--- src/rtl/adc_avg_pkg.sv ---
// Shared types, default sizing and the rounding helper for the per-channel averager.
package adc_avg_pkg;

   localparam int DIN_WIDTH_DEF = 8;
   localparam int CH_WIDTH_DEF  = 3;
   localparam int AVG_LOG2_DEF  = 4;

   // Sizing derived from the default parameter set; instances recompute their own.
   localparam int NUM_CH = 2 ** CH_WIDTH_DEF;
   localparam int ACC_W  = DIN_WIDTH_DEF + AVG_LOG2_DEF;

   typedef enum logic [0:0] {
      OUT_EMPTY = 1'b0,
      OUT_FULL  = 1'b1
   } out_state_t;

   // Round-half-up mean of a group of 2^avg_log2 samples; no rounding term for groups of one.
   function automatic logic [31:0] mean_f(input logic [31:0] sum, input int avg_log2);
      logic [31:0] res;
      if (avg_log2 == 0) begin
         res = sum;
      end else begin
         res = (sum + (32'd1 << (avg_log2 - 1))) >> avg_log2;
      end
      return res;
   endfunction

endpackage

--- src/rtl/adc_chan_avg_if.sv ---
// AXI-Stream style bus carrying one sample and its channel tag per beat.
interface axistream_if #(
   parameter int DWIDTH     = 8,
   parameter int USER_WIDTH = 3
) ();

   logic [DWIDTH-1:0]     tdata;
   logic [USER_WIDTH-1:0] tuser;
   logic                  tlast;
   logic                  tvalid;
   logic                  tready;

   modport master (
      output tdata,
      output tuser,
      output tlast,
      output tvalid,
      input  tready
   );

   modport slave (
      input  tdata,
      input  tuser,
      input  tlast,
      input  tvalid,
      output tready
   );

endinterface

--- src/rtl/adc_avg_outreg.sv ---
// Single-entry output register: holds one finished mean until the sink takes it,
// allows drain-and-refill in the same cycle, and counts delivered averages.
module adc_avg_outreg
   import adc_avg_pkg::*;
#(
   parameter int DIN_WIDTH = 8,
   parameter int CH_WIDTH  = 3
) (
   input  logic                 CLK,
   input  logic                 rst,
   input  logic                 load,
   input  logic [DIN_WIDTH-1:0] load_data,
   input  logic [CH_WIDTH-1:0]  load_user,
   output logic                 in_ready,
   axistream_if.master          m_axis,
   output logic [15:0]          groups_done
);

   out_state_t            state_r;
   out_state_t            state_next;
   logic [DIN_WIDTH-1:0]  data_r;
   logic [CH_WIDTH-1:0]   user_r;
   logic [15:0]           done_r;
   logic                  drain;

   assign drain    = (state_r == OUT_FULL) && m_axis.tready;
   assign in_ready = !rst && ((state_r == OUT_EMPTY) || m_axis.tready);

   // Output state register.
   always_ff @(posedge CLK) begin
      if (rst) begin
         state_r <= OUT_EMPTY;
      end else begin
         state_r <= state_next;
      end
   end

   // Next state: a completing group always wins, otherwise a handshake empties the slot.
   always_comb begin
      state_next = state_r;
      case (state_r)
         OUT_EMPTY: begin
            if (load) begin
               state_next = OUT_FULL;
            end else begin
               state_next = OUT_EMPTY;
            end
         end
         OUT_FULL: begin
            if (load) begin
               state_next = OUT_FULL;
            end else if (m_axis.tready) begin
               state_next = OUT_EMPTY;
            end else begin
               state_next = OUT_FULL;
            end
         end
         default: state_next = OUT_EMPTY;
      endcase
   end

   // Payload capture; load only occurs when the slot is empty or draining, so data stays stable under backpressure.
   always_ff @(posedge CLK) begin
      if (rst) begin
         data_r <= {DIN_WIDTH{1'b0}};
         user_r <= {CH_WIDTH{1'b0}};
      end else if (load) begin
         data_r <= load_data;
         user_r <= load_user;
      end else begin
         data_r <= data_r;
         user_r <= user_r;
      end
   end

   // Delivered-average counter, wrapping at 16 bits.
   always_ff @(posedge CLK) begin
      if (rst) begin
         done_r <= 16'd0;
      end else if (drain) begin
         done_r <= done_r + 16'd1;
      end else begin
         done_r <= done_r;
      end
   end

   assign m_axis.tvalid = (state_r == OUT_FULL);
   assign m_axis.tdata  = data_r;
   assign m_axis.tuser  = user_r;
   assign m_axis.tlast  = 1'b0;
   assign groups_done   = done_r;

endmodule

--- src/rtl/adc_chan_avg.sv ---
// Per-channel decimating averager: accumulates 2^AVG_LOG2 samples per channel tag
// and emits one rounded mean per completed group, tagged with its channel.
module adc_chan_avg
   import adc_avg_pkg::*;
#(
   parameter int DIN_WIDTH = 8,
   parameter int CH_WIDTH  = 3,
   parameter int AVG_LOG2  = 4
) (
   input  logic        CLK,
   input  logic        rst,
   axistream_if.slave  s_axis,
   axistream_if.master m_axis,
   input  logic        clear,
   output logic [15:0] groups_done
);

   localparam int N_CH     = 2 ** CH_WIDTH;
   localparam int ACC_BITS = DIN_WIDTH + AVG_LOG2;
   // A zero-width counter is not legal; with one-sample groups the counter stays at zero.
   localparam int CNT_BITS = (AVG_LOG2 > 0) ? AVG_LOG2 : 1;
   localparam logic [CNT_BITS-1:0] CNT_LAST = CNT_BITS'((2 ** AVG_LOG2) - 1);

   logic [ACC_BITS-1:0]  acc [N_CH];
   logic [CNT_BITS-1:0]  cnt [N_CH];
   logic [CH_WIDTH-1:0]  ch;
   logic                 in_ready;
   logic                 accept;
   logic                 last_beat;
   logic                 complete;
   logic [ACC_BITS-1:0]  sum;
   logic [DIN_WIDTH-1:0] mean;

   assign ch             = s_axis.tuser;
   assign s_axis.tready  = in_ready;
   assign accept         = s_axis.tvalid && in_ready;

   // Read side of the read-modify-write: running sum including this beat and the rounded mean.
   always_comb begin
      sum       = acc[ch] + ACC_BITS'(s_axis.tdata);
      last_beat = (cnt[ch] == CNT_LAST);
      complete  = accept && !clear && last_beat;
      mean      = DIN_WIDTH'(mean_f(32'(sum), AVG_LOG2));
   end

   // Accumulator and group counter arrays; clear drops any beat accepted alongside it.
   always_ff @(posedge CLK) begin
      if (rst || clear) begin
         for (int i = 0; i < N_CH; i++) begin
            acc[i] <= {ACC_BITS{1'b0}};
            cnt[i] <= {CNT_BITS{1'b0}};
         end
      end else if (accept) begin
         if (last_beat) begin
            acc[ch] <= {ACC_BITS{1'b0}};
            cnt[ch] <= {CNT_BITS{1'b0}};
         end else begin
            acc[ch] <= sum;
            cnt[ch] <= cnt[ch] + CNT_BITS'(1);
         end
      end else begin
         for (int i = 0; i < N_CH; i++) begin
            acc[i] <= acc[i];
            cnt[i] <= cnt[i];
         end
      end
   end

   adc_avg_outreg #(
      .DIN_WIDTH (DIN_WIDTH),
      .CH_WIDTH  (CH_WIDTH)
   ) u_outreg (
      .CLK         (CLK),
      .rst         (rst),
      .load        (complete),
      .load_data   (mean),
      .load_user   (ch),
      .in_ready    (in_ready),
      .m_axis      (m_axis),
      .groups_done (groups_done)
   );

endmodule

--- src/flat_wrapper.sv ---
// flat-port wrapper written by rule: the top's interface ports become plain ports
module adc_chan_avg_flat import adc_avg_pkg::*;
#(
   parameter int DIN_WIDTH = 8,
   parameter int CH_WIDTH  = 3,
   parameter int AVG_LOG2  = 4
)
  (CLK, rst, clear, groups_done, s_axis_tdata, s_axis_tuser, s_axis_tlast, s_axis_tvalid, s_axis_tready, m_axis_tdata, m_axis_tuser, m_axis_tlast, m_axis_tvalid, m_axis_tready);
  axistream_if #(.DWIDTH(8), .USER_WIDTH(3)) s_axis_i ();
  axistream_if #(.DWIDTH(8), .USER_WIDTH(3)) m_axis_i ();
  input  logic CLK;
  input  logic rst;
  input  logic clear;
  output logic [15:0] groups_done;
  input wire logic [$bits(s_axis_i.tdata)-1:0] s_axis_tdata;
  input wire logic [$bits(s_axis_i.tuser)-1:0] s_axis_tuser;
  input wire logic [$bits(s_axis_i.tlast)-1:0] s_axis_tlast;
  input wire logic [$bits(s_axis_i.tvalid)-1:0] s_axis_tvalid;
  output wire logic [$bits(s_axis_i.tready)-1:0] s_axis_tready;
  output wire logic [$bits(m_axis_i.tdata)-1:0] m_axis_tdata;
  output wire logic [$bits(m_axis_i.tuser)-1:0] m_axis_tuser;
  output wire logic [$bits(m_axis_i.tlast)-1:0] m_axis_tlast;
  output wire logic [$bits(m_axis_i.tvalid)-1:0] m_axis_tvalid;
  input wire logic [$bits(m_axis_i.tready)-1:0] m_axis_tready;
  assign s_axis_i.tdata = s_axis_tdata;
  assign s_axis_i.tuser = s_axis_tuser;
  assign s_axis_i.tlast = s_axis_tlast;
  assign s_axis_i.tvalid = s_axis_tvalid;
  assign s_axis_tready = s_axis_i.tready;
  assign m_axis_tdata = m_axis_i.tdata;
  assign m_axis_tuser = m_axis_i.tuser;
  assign m_axis_tlast = m_axis_i.tlast;
  assign m_axis_tvalid = m_axis_i.tvalid;
  assign m_axis_i.tready = m_axis_tready;
  adc_chan_avg #(.DIN_WIDTH(DIN_WIDTH), .CH_WIDTH(CH_WIDTH), .AVG_LOG2(AVG_LOG2)) u_core (.CLK(CLK), .rst(rst), .s_axis(s_axis_i), .m_axis(m_axis_i), .clear(clear), .groups_done(groups_done));
endmodule
--- config.mk ---
export PLATFORM = sky130hd
export DESIGN_NAME = adc_chan_avg_flat
export DESIGN_NICKNAME = d
export VERILOG_FILES = /design/src/rtl/adc_avg_pkg.sv /design/src/rtl/adc_chan_avg_if.sv /design/src/rtl/adc_avg_outreg.sv /design/src/rtl/adc_chan_avg.sv /design/src/flat_wrapper.sv
export SDC_FILE = /design/constraint.sdc
export NUM_CORES = 1
export LEC_CHECK = 0
export BUFFER_PORTS_ARGS = -buffer_cell sky130_fd_sc_hd__buf_2
export CAP_MARGIN = 20
export CORE_MARGIN = 2
export CORE_UTILIZATION = 36
export CTS_BUF_LIST = sky130_fd_sc_hd__clkbuf_8
export CTS_CLUSTER_DIAMETER = 150
export DETAILED_ROUTE_END_ITERATION = 10
export GPL_TIMING_DRIVEN = 0
export PLACE_DENSITY = 0.6
export SYNTH_ARGS = -nofsm -noshare
export SYNTH_HDL_FRONTEND = slang
export SYNTH_SLANG_ARGS = --single-unit
--- constraint.sdc ---
create_clock -name CLK -period 4.2 [get_ports CLK]
set_input_delay 0.42 -clock CLK [delete_from_list [all_inputs] [get_ports CLK]]
set_output_delay 0.42 -clock CLK [all_outputs]
set_load 0.05 [all_outputs]
==> results.txt <==
- Result of the run: completed
- On the final layout, the worst hold slack is 292 ps.
- The tool flagged a number of max-cap violations equal to 0.
- The signal on the critical path passes through buf_2 -> clkbuf_4 -> clkbuf_4 -> clkbuf_4 -> nor3_4 -> buf_4 -> buf_12 -> a22oi_1 -> nand4_1 -> ha_1 -> clkbuf_1 -> and2_1 -> a311o_1 -> o21bai_1 -> nor2_1 -> or4_1 -> nand3_1 -> a21oi_1.
- In this run, distinct cell masters in the synthesized netlist total 63.
* I/O Buffers: 42
- Ys Warns: 0
- Dominant cell type by count on the critical path: sky130_fd_sc_hd__clkbuf_4
- Total vias in the final route: 5376
- Summed over all cells, the static leakage comes to 3.07 nW.
- Summing the areas of all compound-gate instances in the mapped netlist gives 8.77% of the synthesized area.
- The first global-routing pass estimated 30700 um of wire.
- The kind of cell with the highest combined delay along the critical path is buffers and inverters.
* Critical Path Max Stage Delay: 540 ps
* Final clock period utilization by the worst path: 94.8%
- Arrival @ worst endpoint: 4310 ps
- Half-perimeter wire length of the detailed placement result: 13000 um
- Maximum number of pins on one net before global-route repair: 17
- The number of antenna diodes in the final layout is 0.
* Number of I/O pins: 47
- Clock slew at the register clock pins of the worst setup and hold paths: 80 ps
* Kind of path behind the tightest hold check: input port to flip-flop
- Fraction of the yosys area taken by sequential cells: 60.4%
* Final setup skew: 16.9 ps
- The placed instances occupy a cell area of 7850 um^2.
- The core region is 20000 um^2.
- Final net count: 747
- Worst slew margin relative to its limit: 32.6%
- Of the cells placed in the final design, the portion with a size suffix greater than 1 is 17.8%.
* Remaining antenna violation count after routing: 0
- Power comes to 0.00312 W.
* Detailed router's first-iteration violation count: 617
- Of the total synthesized cell area, the portion taken by AND, OR, NAND and NOR gates is 18.4%.
- Multiplexer fraction of the synthesized cell area: 4.44%
- Max-slew violation total from the final report: 0
- Vias in the first global route: 5267
- In the routed layout, each cell is associated on average with a via count of 5.37.
- Power spread over the standard cell area amounts to 373 nW/um^2.
* Number of placed instances, taps included: 955
- Critical-path maximum fanout: 10
- The initial utilization of the core area, before any placement, comes to 36.4%.
- The pre-antenna-repair detailed-routing pass consisted of 5 iterations.
- After layout, the minimum clock period comes to 3980 ps.
- Fraction of synthesized cell area in xor and xnor cells: 3.57%
* Worst Path Buf+Inv: 7
- The library cell used most frequently in the layout, excluding fill and tap cells, is sky130_fd_sc_hd__nor2_1.
- Post-route design area: 8380 um^2
- CTS Hold Bufs: 0
- Clock tree synthesis selected as its root buffer the cell sky130_fd_sc_hd__clkbuf_8.
- Once layout is complete, the cells apart from fillers number 1001.
- Global Route Usage Sum: 19.1%
* Area of the mapped netlist: 7290 um^2
- Achievable Freq: 251 MHz
- Wire per inst: 20.0 um
- Flops & latches, synth: 156
* Net Count, Synth: 672
- At the placement stage, the worst setup path has a slack of -931 ps.
- Final setup violation count: 0
* Synthesized instance count: 643
- The most used flip-flop cell after synthesis is sky130_fd_sc_hd__edfxtp_1.
- Measured along the y axis, the die boundary spans 146 um.
- The layout has 1958 filler cells.
- Buffers inserted during clock tree synthesis total 17.
- The congestion estimate from routability-driven global placement came to 0.827.
- Syn Area/Cell: 11.3 um^2
* Post-detailed-routing wire length: 20000 um
- CTS H-tree depth: 4
- The critical path in this run is classified as input port to flip-flop.
* Width of the die: 146 um
- STA classifies the critical path endpoint as a flip-flop.
- On the critical path, the stage with the largest delay is an instance of sky130_fd_sc_hd__or4_1.
- Final hold violation count: 0
- TritonCTS built the clock tree.
* Total overflow reported by the global router: 0
- The die covers 21400 um^2.
* Leading post-synthesis cells by cell area: sky130_fd_sc_hd__edfxtp_1, sky130_fd_sc_hd__nor2_1, sky130_fd_sc_hd__dfxtp_1
- Summed over all instances, the cell type with the most area after synthesis is sky130_fd_sc_hd__edfxtp_1.
- The clock reaches the later pin of the worst-skew pair after 470 ps.
* Slew of the pin with the lowest slew margin: 1010 ps
- Count of flip-flops with a built-in enable after synthesis: 128
- Of the total synthesized cell area, the portion taken by full adders, half adders and majority gates is 2.16%.
* # clock sinks: 156
* Commonest cells after routing, fill and taps aside: sky130_fd_sc_hd__nor2_1, sky130_fd_sc_hd__edfxtp_1, sky130_fd_sc_hd__nand2_1
- Floorplan row count: 52
* Number of antenna violations at the first check in global routing: 0
* Worst vdd ir: 0.213 mV
- Setup slack closes at 219 ps.
- Top cell type's share of synthesized area: 52.7%
* Launching element type of the critical path: input port
- By area, the combinational part of the netlist is dominated by simple AND/OR/NAND/NOR gates.
- Synth-to-Final Area Change: 14.9%
* Number of buffers on the longest clock path: 2
- Data on the critical path is required at its endpoint by 4530 ps.
- Counting flops with an async set or reset pin after synthesis yields a share of 0%.
* Number of DRC violations after detailed routing: 0
[area by class of cell]
class	count	area (um^2)	area share, %
repair buffers	56	340	4.06
clock inverters	15	103	1.22
well taps	270	338	4.03
flip-flops and latches	156	4400	52.5
plain buffers	27	141	1.69
multi-input cells	451	2790	33.2
inverters	9	37.5	0.448
clock buffers	17	234	2.79
[path summary, 6_finish.rpt]
| check | from | endpoint | slack (ps) | cells past startpoint |
|---|---|---|---|---|
| setup / recovery | s_axis_tuser[1] | u_core.u_outreg.m_axis.tdata[4] | 220 | 18 |
| hold / removal | m_axis_tready | u_core.u_outreg.m_axis.tvalid | 290 | 3 |
| hold reg to reg | u_core.u_outreg.m_axis.tdata[3] | u_core.u_outreg.m_axis.tdata[3] | 450 | 2 |
| setup reg to reg | u_core.acc[2][5] | u_core.u_outreg.m_axis.tdata[4] | 1080 | 11 |
[cell usage after synthesis (5+ instances only)]
cell                         n
sky130_fd_sc_hd__nor2_1    157
sky130_fd_sc_hd__edfxtp_1  128
sky130_fd_sc_hd__nand2_1    66
sky130_fd_sc_hd__a22oi_1    32
sky130_fd_sc_hd__dfxtp_1    28
sky130_fd_sc_hd__a21oi_1    22
sky130_fd_sc_hd__nand3_1    20
sky130_fd_sc_hd__clkbuf_1   14
sky130_fd_sc_hd__xor2_1     14
sky130_fd_sc_hd__xnor2_1    12
sky130_fd_sc_hd__ha_1       11
sky130_fd_sc_hd__and3_1      9
sky130_fd_sc_hd__mux4_2      9
sky130_fd_sc_hd__nand4_1     9
sky130_fd_sc_hd__inv_1       8
sky130_fd_sc_hd__nor3_1      7
sky130_fd_sc_hd__o21ai_0     7
sky130_fd_sc_hd__buf_2       6
sky130_fd_sc_hd__mux2i_1     5
[metal layers]
metal  share of wire [%]  vias to the layer above  wire, um  GRT usage [%]
met5                   0                        -         0              0
met4                 1.4                        0       277           6.02
met1                  43                     2653      8620           25.9
li1                    -                     2488         -              -
met2                  48                      208      9580           30.6
met3                 7.5                       27      1490           4.38
[power breakdown]
part | total (W) | switching (W) | internal, W
registers | 0.00174 | 0.0000162 | 0.00172
clock network | 0.00101 | 0.000600 | 0.000407
logic | 0.000376 | 0.000249 | 0.000128
[flip-flops by register name, indices dropped and copies added, names as in the netlist]
register,cells
u_core.u_outreg.m_axis.tdata,8
u_core.cnt,32
u_core.u_outreg.m_axis.tuser,3
u_core.acc,96
u_core.u_outreg.m_axis.tvalid,1
u_core.u_outreg.groups_done,16
[worst reg2reg max path: stages (launching register included)]
cell,delay (ps)
sky130_fd_sc_hd__edfxtp_1,370
sky130_fd_sc_hd__a22oi_1,210
sky130_fd_sc_hd__nand4_1,170
sky130_fd_sc_hd__ha_1,290
sky130_fd_sc_hd__clkbuf_1,210
sky130_fd_sc_hd__and2_1,190
sky130_fd_sc_hd__a311o_1,340
sky130_fd_sc_hd__o21bai_1,330
sky130_fd_sc_hd__nor2_1,160
sky130_fd_sc_hd__or4_1,540
sky130_fd_sc_hd__nand3_1,100
sky130_fd_sc_hd__a21oi_1,60
[per-stage QoR]
step	utilization, %	TNS, ps
after floorplan	-	0
after global placement	39.1	-78110
after CTS	41.4	0
after global routing	41.8	-3.51
after detailed placement	39.2	-40080
final	41.8	0
[repair_timing]
action	in CTS	in global routing
resized for setup	9	11
endpoints found under the setup margin	46	39
setup buffers	7	7
pin swaps	3	3
[kinds of logic after synthesis]
| kind of cell | Yosys count |
|---|---|
| multiplexers | 18 |
| other | 1 |
| AO/OA/AOI/OAI | 91 |
| adder cells (fa/ha/maj) | 12 |
| flip-flops | 156 |
| AND/OR/NAND/NOR | 301 |
| buffers and inverters | 36 |
| XOR/XNOR | 28 |
No activity file was read; power rests on OpenSTA's default activity.
